### src/rtl/serial_adder.sv
// serial_adder
//   Multi-cycle adder/subtractor. Operands are captured on an accepted start
//   strobe and consumed DIGIT bits per clock through a registered carry.
//   The sum, carry-out and signed overflow appear together with a one-cycle
//   done pulse after WIDTH/DIGIT clocks.
//
// Ports
//   clk    in   rising-edge clock
//   rst    in   synchronous active-high reset (aborts a running operation)
//   start  in   operation request, sampled only while idle
//   a, b   in   WIDTH-bit operands, captured on accepted start
//   cin    in   carry-in for addition (ignored when sub=1)
//   sub    in   0: a+b+cin, 1: a-b
//   busy   out  high while an operation is in progress
//   done   out  one-cycle pulse, s/c/ovf just updated
//   s      out  WIDTH-bit result modulo 2^WIDTH
//   c      out  carry out of the MSB (for sub: 1 = no borrow)
//   ovf    out  two's-complement overflow
module serial_adder #(
   parameter int WIDTH = 8,
   parameter int DIGIT = 1
) (
   input  logic             clk,
   input  logic             rst,
   input  logic             start,
   input  logic [WIDTH-1:0] a,
   input  logic [WIDTH-1:0] b,
   input  logic             cin,
   input  logic             sub,
   output logic             busy,
   output logic             done,
   output logic [WIDTH-1:0] s,
   output logic             c,
   output logic             ovf
);

   localparam int N  = WIDTH / DIGIT;
   localparam int CW = (N > 1) ? $clog2(N) : 1;
   localparam logic [CW-1:0] LAST = CW'(N - 1);

   typedef enum logic {IDLE, RUN} state_t;

   state_t            r_state;
   state_t            w_state_next;

   logic [WIDTH-1:0]  r_a;
   logic [WIDTH-1:0]  r_b;
   logic              r_carry;
   logic [CW-1:0]     r_cnt;
   logic [WIDTH-1:0]  r_s;
   logic              r_c;
   logic              r_ovf;
   logic              r_done;

   logic              w_accept;
   logic              w_last;
   logic [DIGIT:0]    w_sum;
   logic [DIGIT-1:0]  w_psum;
   logic              w_cout;
   logic              w_cin_msb;
   logic [WIDTH-1:0]  w_res_next;

   // ------------------------------------------------------------------
   // Control FSM
   // ------------------------------------------------------------------
   always_ff @(posedge clk) begin
      if (rst) begin
         r_state <= IDLE;
      end else begin
         r_state <= w_state_next;
      end
   end

   always_comb begin
      w_state_next = r_state;
      case (r_state)
         IDLE:    if (start) w_state_next = RUN;
         RUN:     if (r_cnt == LAST) w_state_next = IDLE;
         default: w_state_next = IDLE;
      endcase
   end

   assign w_accept = (r_state == IDLE) && start;
   assign w_last   = (r_state == RUN) && (r_cnt == LAST);

   // ------------------------------------------------------------------
   // One DIGIT-wide slice of the addition
   // ------------------------------------------------------------------
   assign w_sum  = {1'b0, r_a[DIGIT-1:0]} + {1'b0, r_b[DIGIT-1:0]}
                 + (DIGIT+1)'(r_carry);
   assign w_psum = w_sum[DIGIT-1:0];
   assign w_cout = w_sum[DIGIT];
   // On the last step the top bit of this slice is the operand MSB; the
   // carry into it is recovered from its inputs and its sum bit.
   assign w_cin_msb = r_a[DIGIT-1] ^ r_b[DIGIT-1] ^ w_psum[DIGIT-1];

   // Partial sums enter at the MSB end; only the WIDTH-DIGIT bits already
   // produced need storing, the current slice is combined on the fly.
   generate
      if (DIGIT < WIDTH) begin : g_res
         logic [WIDTH-DIGIT-1:0] r_res;

         assign w_res_next = {w_psum, r_res};

         always_ff @(posedge clk) begin
            if (rst) begin
               r_res <= '0;
            end else if (r_state == RUN) begin
               r_res <= w_res_next[WIDTH-1:DIGIT];
            end
         end
      end else begin : g_res_single
         assign w_res_next = w_psum;
      end
   endgenerate

   // ------------------------------------------------------------------
   // Operand shifters, carry, counter and result registers
   // ------------------------------------------------------------------
   always_ff @(posedge clk) begin
      if (rst) begin
         r_a     <= '0;
         r_b     <= '0;
         r_carry <= 1'b0;
         r_cnt   <= '0;
         r_s     <= '0;
         r_c     <= 1'b0;
         r_ovf   <= 1'b0;
         r_done  <= 1'b0;
      end else begin
         r_done <= 1'b0;
         if (w_accept) begin
            r_a     <= a;
            r_b     <= sub ? ~b : b;
            r_carry <= sub ? 1'b1 : cin;
            r_cnt   <= '0;
         end else if (r_state == RUN) begin
            r_a     <= r_a >> DIGIT;
            r_b     <= r_b >> DIGIT;
            r_carry <= w_cout;
            r_cnt   <= r_cnt + CW'(1);
            if (w_last) begin
               r_s    <= w_res_next;
               r_c    <= w_cout;
               r_ovf  <= w_cin_msb ^ w_cout;
               r_done <= 1'b1;
            end
         end
      end
   end

   assign busy = (r_state == RUN);
   assign done = r_done;
   assign s    = r_s;
   assign c    = r_c;
   assign ovf  = r_ovf;

endmodule

### config.mk
export PLATFORM = sky130hd
export DESIGN_NAME = serial_adder
export DESIGN_NICKNAME = d
export VERILOG_FILES = /design/src/rtl/serial_adder.sv
export SDC_FILE = /design/constraint.sdc
export NUM_CORES = 1
export LEC_CHECK = 0
export BUFFER_PORTS_ARGS = -buffer_cell sky130_fd_sc_hd__buf_2
export CORE_UTILIZATION = 50
export DETAILED_ROUTE_END_ITERATION = 16
export GPL_TIMING_DRIVEN = 0
export PLACE_DENSITY = 0.75
export SKIP_LAST_GASP = 1
export SYNTH_ARGS = -nofsm -noshare
export SYNTH_HDL_FRONTEND = slang
export SYNTH_SLANG_ARGS = --single-unit
export TNS_END_PERCENT = 20
### constraint.sdc
create_clock -name clk -period 2.7 [get_ports clk]
set_clock_uncertainty 0.2 [all_clocks]
set_input_delay 0.135 -clock clk [delete_from_list [all_inputs] [get_ports clk]]
set_output_delay 0.135 -clock clk [all_outputs]
set_load 0.01 [all_outputs]
==> impl_results.html, run 1 <==
<table>
<tr><th>Metric</th><th>Value</th></tr>
<tr><th colspan="2">Outcome</th></tr>
<tr><td>Outcome</td><td>complete, but fails checks</td></tr>
<tr><td>Violations in the final reports</td><td>hold timing</td></tr>
<tr><th colspan="2">Logic synthesis</th></tr>
<tr><td>Fraction of synthesis flops using an asynchronous set or reset pin</td><td>0%</td></tr>
<tr><td>Dominant cell type by area after synthesis</td><td>dfxtp_1</td></tr>
<tr><td>Top cell type's share of synthesized area</td><td>46.33%</td></tr>
<tr><td>Syn nets</td><td>201</td></tr>
<tr><td>Number of distinct library cells after synthesis</td><td>25</td></tr>
<tr><td>Netlist area before placement</td><td>0.001685 mm^2</td></tr>
<tr><td>Top area cells in the synthesized netlist</td><td>dfxtp_1, mux2i_1, nand2_1</td></tr>
<tr><td>Portion of the post-synthesis area used by sequential elements</td><td>46.33%</td></tr>
<tr><td>Syn Inst Count</td><td>177</td></tr>
<tr><td>Syn. warnings</td><td>0</td></tr>
<tr><td>EDFF count, synth</td><td>0</td></tr>
<tr><td>Primary FF master, synth</td><td>dfxtp_1</td></tr>
<tr><td>Register bit total from synthesis</td><td>39</td></tr>
<tr><td>Synthesized area per cell</td><td>9.522 um^2</td></tr>
<tr><th colspan="2">Cells and area</th></tr>
<tr><td>Number of diodes</td><td>0</td></tr>
<tr><td>Storage element area</td><td>780.7 um^2</td></tr>
<tr><td>Share of post-route cells with drive strength above 1</td><td>25.00%</td></tr>
<tr><td>Final core area utilization</td><td>68.84%</td></tr>
<tr><td>Total area of multi-input combinational cells</td><td>820.8 um^2</td></tr>
<tr><td>Fillers</td><td>248</td></tr>
<tr><td>Layout net count</td><td>259</td></tr>
<tr><td>Area growth from synthesis to layout</td><td>27.77%</td></tr>
<tr><th colspan="2">Global route</th></tr>
<tr><td>First-pass GRT wire length</td><td>5.761 mm</td></tr>
<tr><td>Maximum number of pins on one net before global-route repair</td><td>14</td></tr>
<tr><td>GR met3 Demand/Resource</td><td>8.442%</td></tr>
<tr><td>Remaining global-route overflow</td><td>0</td></tr>
<tr><td>Layer with the highest usage after global routing</td><td>met2</td></tr>
<tr><td>Total global-route track usage</td><td>22.43%</td></tr>
<tr><td>Met1 track demand over resource in global routing</td><td>23.72%</td></tr>
<tr><td>Global-route met2 utilization</td><td>39.84%</td></tr>
<tr><td>Initial antenna violation count</td><td>0</td></tr>
<tr><td>Via count of the first global-routing pass</td><td>1335</td></tr>
<tr><th colspan="2">Floorplanning</th></tr>
<tr><td>Area of the die</td><td>0.003607 mm^2</td></tr>
<tr><td>Row Count</td><td>20</td></tr>
<tr><td>Height of the die</td><td>60.06 um</td></tr>
<tr><td>I/O pin total</td><td>33</td></tr>
<tr><td>Initial Util</td><td>53.88%</td></tr>
<tr><td>Core region area</td><td>0.003128 mm^2</td></tr>
<tr><td>Chip Width</td><td>60.06 um</td></tr>
<tr><th colspan="2">STA</th></tr>
<tr><td>Final count of negative-setup-slack endpoints</td><td>0</td></tr>
<tr><td>Final count of hold timing violations</td><td>1</td></tr>
<tr><td>Accumulated negative setup slack</td><td>0 ns</td></tr>
<tr><td>Max-slew headroom</td><td>67.77%</td></tr>
<tr><td>Min Tclk post-route</td><td>1.957 ns</td></tr>
<tr><td>Fmax</td><td>510.9 MHz</td></tr>
<tr><td>Max Transition Viols Final</td><td>0</td></tr>
<tr><td>RSZ-0062 raised after global routing</td><td>no</td></tr>
<tr><td>Tightest Pin Transition</td><td>0.4835 ns</td></tr>
<tr><td>Final period utilization</td><td>72.49%</td></tr>
<tr><td>Final Hold Slack</td><td>-0.009576 ns</td></tr>
<tr><th colspan="2">Clocking</th></tr>
<tr><td>Number of clock sinks</td><td>39</td></tr>
<tr><td>Clock tree from TritonCTS</td><td>built</td></tr>
<tr><td>Clock latency on the worst-skew pair</td><td>0.36 ns</td></tr>
<tr><td>CTS max path bufs</td><td>2</td></tr>
<tr><td>H-tree depth</td><td>2</td></tr>
<tr><td>Clock root buffer</td><td>clkbuf_4</td></tr>
<tr><td>Clock transition at the register clock pins on the worst setup and hold paths after CTS</td><td>0.12 ns</td></tr>
<tr><td>Number of gates resized after cts</td><td>0</td></tr>
<tr><td>Number of buffers added by the clock tree synthesis step</td><td>5</td></tr>
<tr><th colspan="2">Routing</th></tr>
<tr><td>First-pass iteration count of the detailed router</td><td>4</td></tr>
<tr><td>Routed via count</td><td>1375</td></tr>
<tr><td>Number of nets with antenna violations after routing</td><td>0</td></tr>
<tr><td>DR vias/cell</td><td>4.911</td></tr>
<tr><td>Total length of routed wires</td><td>3.409 mm</td></tr>
<tr><td>Starting DRT DRC Count</td><td>49</td></tr>
<tr><td>Number of remaining DRC errors</td><td>0</td></tr>
<tr><td>Average wire length per cell after detail routing</td><td>12.18 um</td></tr>
<tr><th colspan="2">Placement</th></tr>
<tr><td>Global placer's final weighted congestion</td><td>0.7225</td></tr>
<tr><td>Port buffer count</td><td>31</td></tr>
<tr><td>HPWL after detailed placement</td><td>2.285 mm</td></tr>
<tr><th colspan="2">Worst setup path</th></tr>
<tr><td>Required time at the endpoint of the critical path</td><td>2.81 ns</td></tr>
<tr><td>Kind of launch point of the worst setup path</td><td>register</td></tr>
<tr><td>Maximum fanout encountered on the critical timing path</td><td>10</td></tr>
<tr><td>Arrival time reported for the critical path endpoint</td><td>2.07 ns</td></tr>
<tr><td>Category of the most critical setup path</td><td>reg -&gt; reg</td></tr>
<tr><td>Capturing element type of the critical path</td><td>register</td></tr>
<tr><th colspan="2">Power and ir drop</th></tr>
<tr><td>Power Dens Cells</td><td>504.9 mW/mm^2</td></tr>
<tr><td>Worst ir drop on vdd</td><td>327.9 uV</td></tr>
<tr><td>Total design power</td><td>0.001087 W</td></tr>
<tr><td>Leakage power summed over all cells</td><td>0.9319 nW</td></tr>
<tr><th colspan="2">Min path</th></tr>
<tr><td>Type of the worst min-delay path</td><td>in -&gt; reg</td></tr>
<tr><th colspan="2">Job</th></tr>
<tr><td>Max-cap violations</td><td>0</td></tr>
</table>
-- sequential cells by signal (all words and copies together) (netlist names) --
| signal | cells |
|---|---|
| r_a | 8 |
| r_b | 8 |
| s | 8 |
| g_res.r_res | 7 |
| r_cnt | 3 |
| busy | 1 |
| c | 1 |
| done | 1 |
| ovf | 1 |
| r_carry | 1 |
-- metrics by stage --
| step | instance area (um^2) | hold WS (ns) | setup slack, ns | std cells |
|---|---|---|---|---|
| after detailed placement | 1896 | 0.1878 | 0.9856 | 252 |
| after CTS | 2153 | 0.008143 | 0.7770 | 280 |
| after floorplan | 1685 | 0.08216 | 1.091 | 177 |
| final | 2153 | -0.009576 | 0.7426 | 280 |
| after global placement | 1896 | 0.1815 | 1.033 | 252 |
| after global routing | 2153 | 0.03033 | 0.5920 | 280 |
-- worst max-delay path, cell delays in order (launching register included) --
cell	delay (ns)
dfxtp_1	0.35
buf_2	0.14
clkbuf_1	0.36
nand2_1	0.11
o22ai_1	0.18
dlygate4sd3_1	0.57
-- cell type report --
cell class                      instances  area share [%]
Sequential cell                        39           36.26
Timing Repair Buffer                   51           16.50
Clock buffer                            5           1.743
Clock inverter                          3          0.9297
Tap cell                               44           2.557
Inverter                                2          0.3486
Multi-Input combinational cell        123           38.12
Buffer                                 13           3.544
-- cells in the final DEF, fill, tap and decap left out --
cell type and n:
xnor2_1 4, nand2_1 27, and2_1 1, ha_1 2
dlygate4sd3_1 20, buf_1 1, nor3b_1 3, a21oi_1 12
buf_2 38, clkinv_2 1, clkbuf_4 5, buf_8 1
buf_6 1, mux2i_1 23, a211oi_2 1, a211oi_1 1
or2_2 1, a211o_1 1, dfxtp_1 39, clkbuf_1 3
o22ai_1 7, nor2_1 23, nor2_2 1, xor2_1 7
mux2_2 7, a21oi_2 1, inv_1 2, clkinvlp_4 2
fa_1 1
-- final timing paths --
check	from	to	slack, ns	depth (start not counted)
worst min register to register	s[7]$_SDFFE_PP0P_	s[7]$_SDFFE_PP0P_	0.26	2
worst max register to register	busy$_SDFF_PP0_	r_b[2]$_SDFFE_PP0P_	0.74	5
worst max-delay path	busy$_SDFF_PP0_	r_b[2]$_SDFFE_PP0P_	0.74	5
worst min-delay path	b[4]	r_b[4]$_SDFFE_PP0P_	-0.01	4
-- Yosys cell counts (2+ instances only) --
cell      count
xnor2_1       4
nand2_1      27
nor3b_1       3
mux2i_1      23
buf_2         7
mux2_2        7
xor2_1        7
a21oi_1      12
inv_1         2
clkbuf_1      3
dfxtp_1      39
nor2_1       23
o22ai_1       7
ha_1          2
-- routing by layer --
metal,wire length (um),part of all wire [%]
met5,0,0
met4,19,0.56
met3,141,4.1
met2,1733,51
met1,1516,44
-- cell families (layout without fill, tap and decap cells) --
group,count (synthesis),in the layout,synth area share [%]
AO/OA/AOI/OAI,23,23,8.389
XOR/XNOR,11,11,5.716
adder cells (fa/ha/maj),3,3,2.672
buffers and inverters,15,74,4.973
flip-flops,39,39,46.33
multiplexers,30,30,18.34
AND/OR/NAND/NOR,56,56,13.59
-- timing repair --
action                                 in CTS  in global routing
hold buffers                               20                  0
endpoints found under the hold margin      17                  0
buffers inserted                            0                  0
-- power by group --
part	internal [W]	leakage [nW]	total (W)	switching, W
registers	0.000598	0.318	0.000612	0.0000139
logic	0.0000928	0.587	0.000169	0.0000763
clock network	0.0000994	0.0272	0.000306	0.000207
Power figures use the tool's default switching activity.
==> run 2: changes to the inputs <==
==> constraint.sdc (replaced) <==
create_clock -name clk -period 2 [get_ports clk]
set_clock_uncertainty 0.2 [all_clocks]
set_input_delay 0.1 -clock clk [delete_from_list [all_inputs] [get_ports clk]]
set_output_delay 0.1 -clock clk [all_outputs]
set_load 0.01 [all_outputs]
==> run 2 against run 1 <==
Net effect:
- flip-flop and latch count unchanged
- highest routed layer unchanged
- non-clock buffer count increased by 3
- critical path type unchanged
- worst setup slack got worse by 0.65 ns
- clock-buffer cell count unchanged
- final cell count increased by 1.1%
- the run now ends clean
- die area unchanged
- cell area increased by 1.5%
==> impl_results.html, run 2 (synthesis gave the netlist of run 1 again) <==
<table>
<tr><th>Metric</th><th>Value</th></tr>
<tr><th colspan="2">Outcome</th></tr>
<tr><td>Outcome</td><td>finished, final reports clean</td></tr>
<tr><th colspan="2">Cells and area</th></tr>
<tr><td>Leading cell types in the layout, fill and taps excluded</td><td>dfxtp_1, buf_2, nand2_1</td></tr>
<tr><td>Most common cell after layout, fill and taps aside</td><td>dfxtp_1</td></tr>
<tr><td>Fillers</td><td>245</td></tr>
<tr><td>Storage element area</td><td>780.7 um^2</td></tr>
<tr><td>Post-route cell area</td><td>0.002185 mm^2</td></tr>
<tr><td>Final core area utilization</td><td>69.84%</td></tr>
<tr><td>Area growth from synthesis to layout</td><td>29.62%</td></tr>
<tr><td>Total area of multi-input combinational cells</td><td>820.8 um^2</td></tr>
<tr><td>Share of post-route cells with drive strength above 1</td><td>25.10%</td></tr>
<tr><td>Non-Filler Instances</td><td>283</td></tr>
<tr><td>Number of diodes</td><td>0</td></tr>
<tr><td>Layout net count</td><td>262</td></tr>
<tr><th colspan="2">STA</th></tr>
<tr><td>Min Tclk post-route</td><td>1.905 ns</td></tr>
<tr><td>Final count of hold timing violations</td><td>0</td></tr>
<tr><td>Tightest Pin Transition</td><td>0.4836 ns</td></tr>
<tr><td>Max-slew headroom</td><td>67.76%</td></tr>
<tr><td>Final count of negative-setup-slack endpoints</td><td>0</td></tr>
<tr><td>Max Transition Viols Final</td><td>0</td></tr>
<tr><td>Fmax</td><td>524.9 MHz</td></tr>
<tr><td>Accumulated negative setup slack</td><td>0 ns</td></tr>
<tr><td>Final Hold Slack</td><td>0.02022 ns</td></tr>
<tr><td>Final period utilization</td><td>95.27%</td></tr>
<tr><td>RSZ-0062 raised after global routing</td><td>no</td></tr>
<tr><th colspan="2">Worst setup path</th></tr>
<tr><td>Required time at the endpoint of the critical path</td><td>2.11 ns</td></tr>
<tr><td>Arrival time reported for the critical path endpoint</td><td>2.01 ns</td></tr>
<tr><td>Kind of launch point of the worst setup path</td><td>register</td></tr>
<tr><td>Category of the most critical setup path</td><td>reg -&gt; reg</td></tr>
<tr><td>Capturing element type of the critical path</td><td>register</td></tr>
<tr><td>Maximum fanout encountered on the critical timing path</td><td>9</td></tr>
<tr><th colspan="2">Floorplanning</th></tr>
<tr><td>I/O pin total</td><td>33</td></tr>
<tr><td>Chip Width</td><td>60.06 um</td></tr>
<tr><td>Row Count</td><td>20</td></tr>
<tr><td>Initial Util</td><td>53.88%</td></tr>
<tr><td>Height of the die</td><td>60.06 um</td></tr>
<tr><td>Core region area</td><td>0.003128 mm^2</td></tr>
<tr><td>Area of the die</td><td>0.003607 mm^2</td></tr>
<tr><th colspan="2">Clocking</th></tr>
<tr><td>Number of buffers added by the clock tree synthesis step</td><td>5</td></tr>
<tr><td>CTS max path bufs</td><td>2</td></tr>
<tr><td>H-tree depth</td><td>2</td></tr>
<tr><td>Number of clock sinks</td><td>39</td></tr>
<tr><td>Clock transition at the register clock pins on the worst setup and hold paths after CTS</td><td>0.13 ns</td></tr>
<tr><td>Setup bufs post-CTS</td><td>0</td></tr>
<tr><td>Clock root buffer</td><td>clkbuf_4</td></tr>
<tr><td>Clock tree from TritonCTS</td><td>built</td></tr>
<tr><td>Clock latency on the worst-skew pair</td><td>0.36 ns</td></tr>
<tr><th colspan="2">Power and ir drop</th></tr>
<tr><td>Worst ir drop on vdd</td><td>442.5 uV</td></tr>
<tr><td>Part of the power in registers</td><td>56.1%</td></tr>
<tr><td>Leakage power summed over all cells</td><td>0.9518 nW</td></tr>
<tr><td>Pint</td><td>0.001071 W</td></tr>
<tr><td>Power Dens Cells</td><td>674.0 mW/mm^2</td></tr>
<tr><td>Comb pwr share</td><td>15.9%</td></tr>
<tr><td>Switching Share</td><td>27.25%</td></tr>
<tr><td>Portion of total power attributed to the clock network</td><td>28.0%</td></tr>
<tr><td>Switching Power</td><td>0.0004012 W</td></tr>
<tr><th colspan="2">Placement</th></tr>
<tr><td>Global placer's final weighted congestion</td><td>0.7225</td></tr>
<tr><td>HPWL after detailed placement</td><td>2.285 mm</td></tr>
<tr><td>Placed standard-cell area</td><td>0.001896 mm^2</td></tr>
<tr><td>Port buffer count</td><td>31</td></tr>
<tr><td>Inst Count DP</td><td>252</td></tr>
<tr><th colspan="2">Job</th></tr>
<tr><td>Max-cap violations</td><td>0</td></tr>
<tr><th colspan="2">Global route</th></tr>
<tr><td>Total global-route track usage</td><td>22.75%</td></tr>
<tr><td>Initial antenna violation count</td><td>0</td></tr>
<tr><td>Remaining global-route overflow</td><td>0</td></tr>
<tr><td>First-pass GRT wire length</td><td>5.837 mm</td></tr>
<tr><td>Via count of the first global-routing pass</td><td>1358</td></tr>
<tr><td>Maximum number of pins on one net before global-route repair</td><td>14</td></tr>
<tr><th colspan="2">Routing</th></tr>
<tr><td>Total length of routed wires</td><td>3.446 mm</td></tr>
<tr><td>First-pass iteration count of the detailed router</td><td>4</td></tr>
<tr><td>Number of remaining DRC errors</td><td>0</td></tr>
<tr><td>Starting DRT DRC Count</td><td>36</td></tr>
<tr><td>DR vias/cell</td><td>4.919</td></tr>
<tr><td>Number of nets with antenna violations after routing</td><td>0</td></tr>
<tr><td>Routed via count</td><td>1392</td></tr>
<tr><td>Average wire length per cell after detail routing</td><td>12.18 um</td></tr>
<tr><th colspan="2">Min path</th></tr>
<tr><td>Type of the worst min-delay path</td><td>in -&gt; reg</td></tr>
</table>
==> run 2: changes by cell type in the layout (fill, tap and decap cells not counted), sizes merged <==
| cell | change |
|---|---|
| dlygate4sd3 | +3 |
==> run 2: critical path: stages, from the launching register on <==
cell	delay, ns
dfxtp_1	0.33
buf_2	0.14
or2_2	0.28
buf_2	0.18
o22ai_1	0.14
dlygate4sd3_1	0.59
==> run 2: repair_timing <==
| action | in CTS | in global routing |
|---|---|---|
| endpoints found under the setup margin | 0 | 3 |
| hold buffers | 23 | 0 |
| gates resized for setup | 0 | 2 |
| endpoints found under the hold margin | 17 | 0 |
==> run 2: power groups by stage <==
stage	Clock, W	Sequential, W	Combinational, W
after floorplan	0	0.000839	0.000147
after global placement	0	0.000842	0.000186
after detailed placement	0	0.000844	0.000194
after CTS	0.000417	0.000826	0.000232
after global routing	0.000457	0.000830	0.000258
final	0.000412	0.000826	0.000234
==> run 2: layout make-up <==
cell class	instances	share of cell area, %
flip-flops and latches	39	35.74
well taps	44	2.520
clock buffers	5	1.718
plain buffers	13	3.551
repair buffers	54	17.64
multi-input cells	123	37.57
inverters	2	0.3436
clock inverters	3	0.9164
==> run 2: final timing paths <==
path / startpoint / end / slack (ns) / cells past startpoint
setup / recovery: busy$_SDFF_PP0_ / r_b[2]$_SDFFE_PP0P_ / 0.09 / 5
setup reg to reg: busy$_SDFF_PP0_ / r_b[2]$_SDFFE_PP0P_ / 0.09 / 5
hold / removal: start / r_a[1]$_SDFFE_PP0P_ / 0.02 / 4
hold reg to reg: s[7]$_SDFFE_PP0P_ / s[7]$_SDFFE_PP0P_ / 0.26 / 2
==> run 2: per-stage QoR <==
step                setup WS [ns]  power [W]
floorplan                  0.3908  0.0009860
global placement           0.3331   0.001028
detailed placement         0.2856   0.001038
CTS                       0.07702   0.001475
global route              0.03189   0.001545
finish                    0.09470   0.001472
==> run 2: metal layers <==
metal | part of all wire, % | global-route usage, % | up-vias
li1 | - | - | 720
met1 | 44 | 23.58 | 645
met2 | 52 | 41.11 | 25
met3 | 3.7 | 8.442 | 2
met4 | 0.55 | 8.970 | 0
met5 | 0 | 0 | -
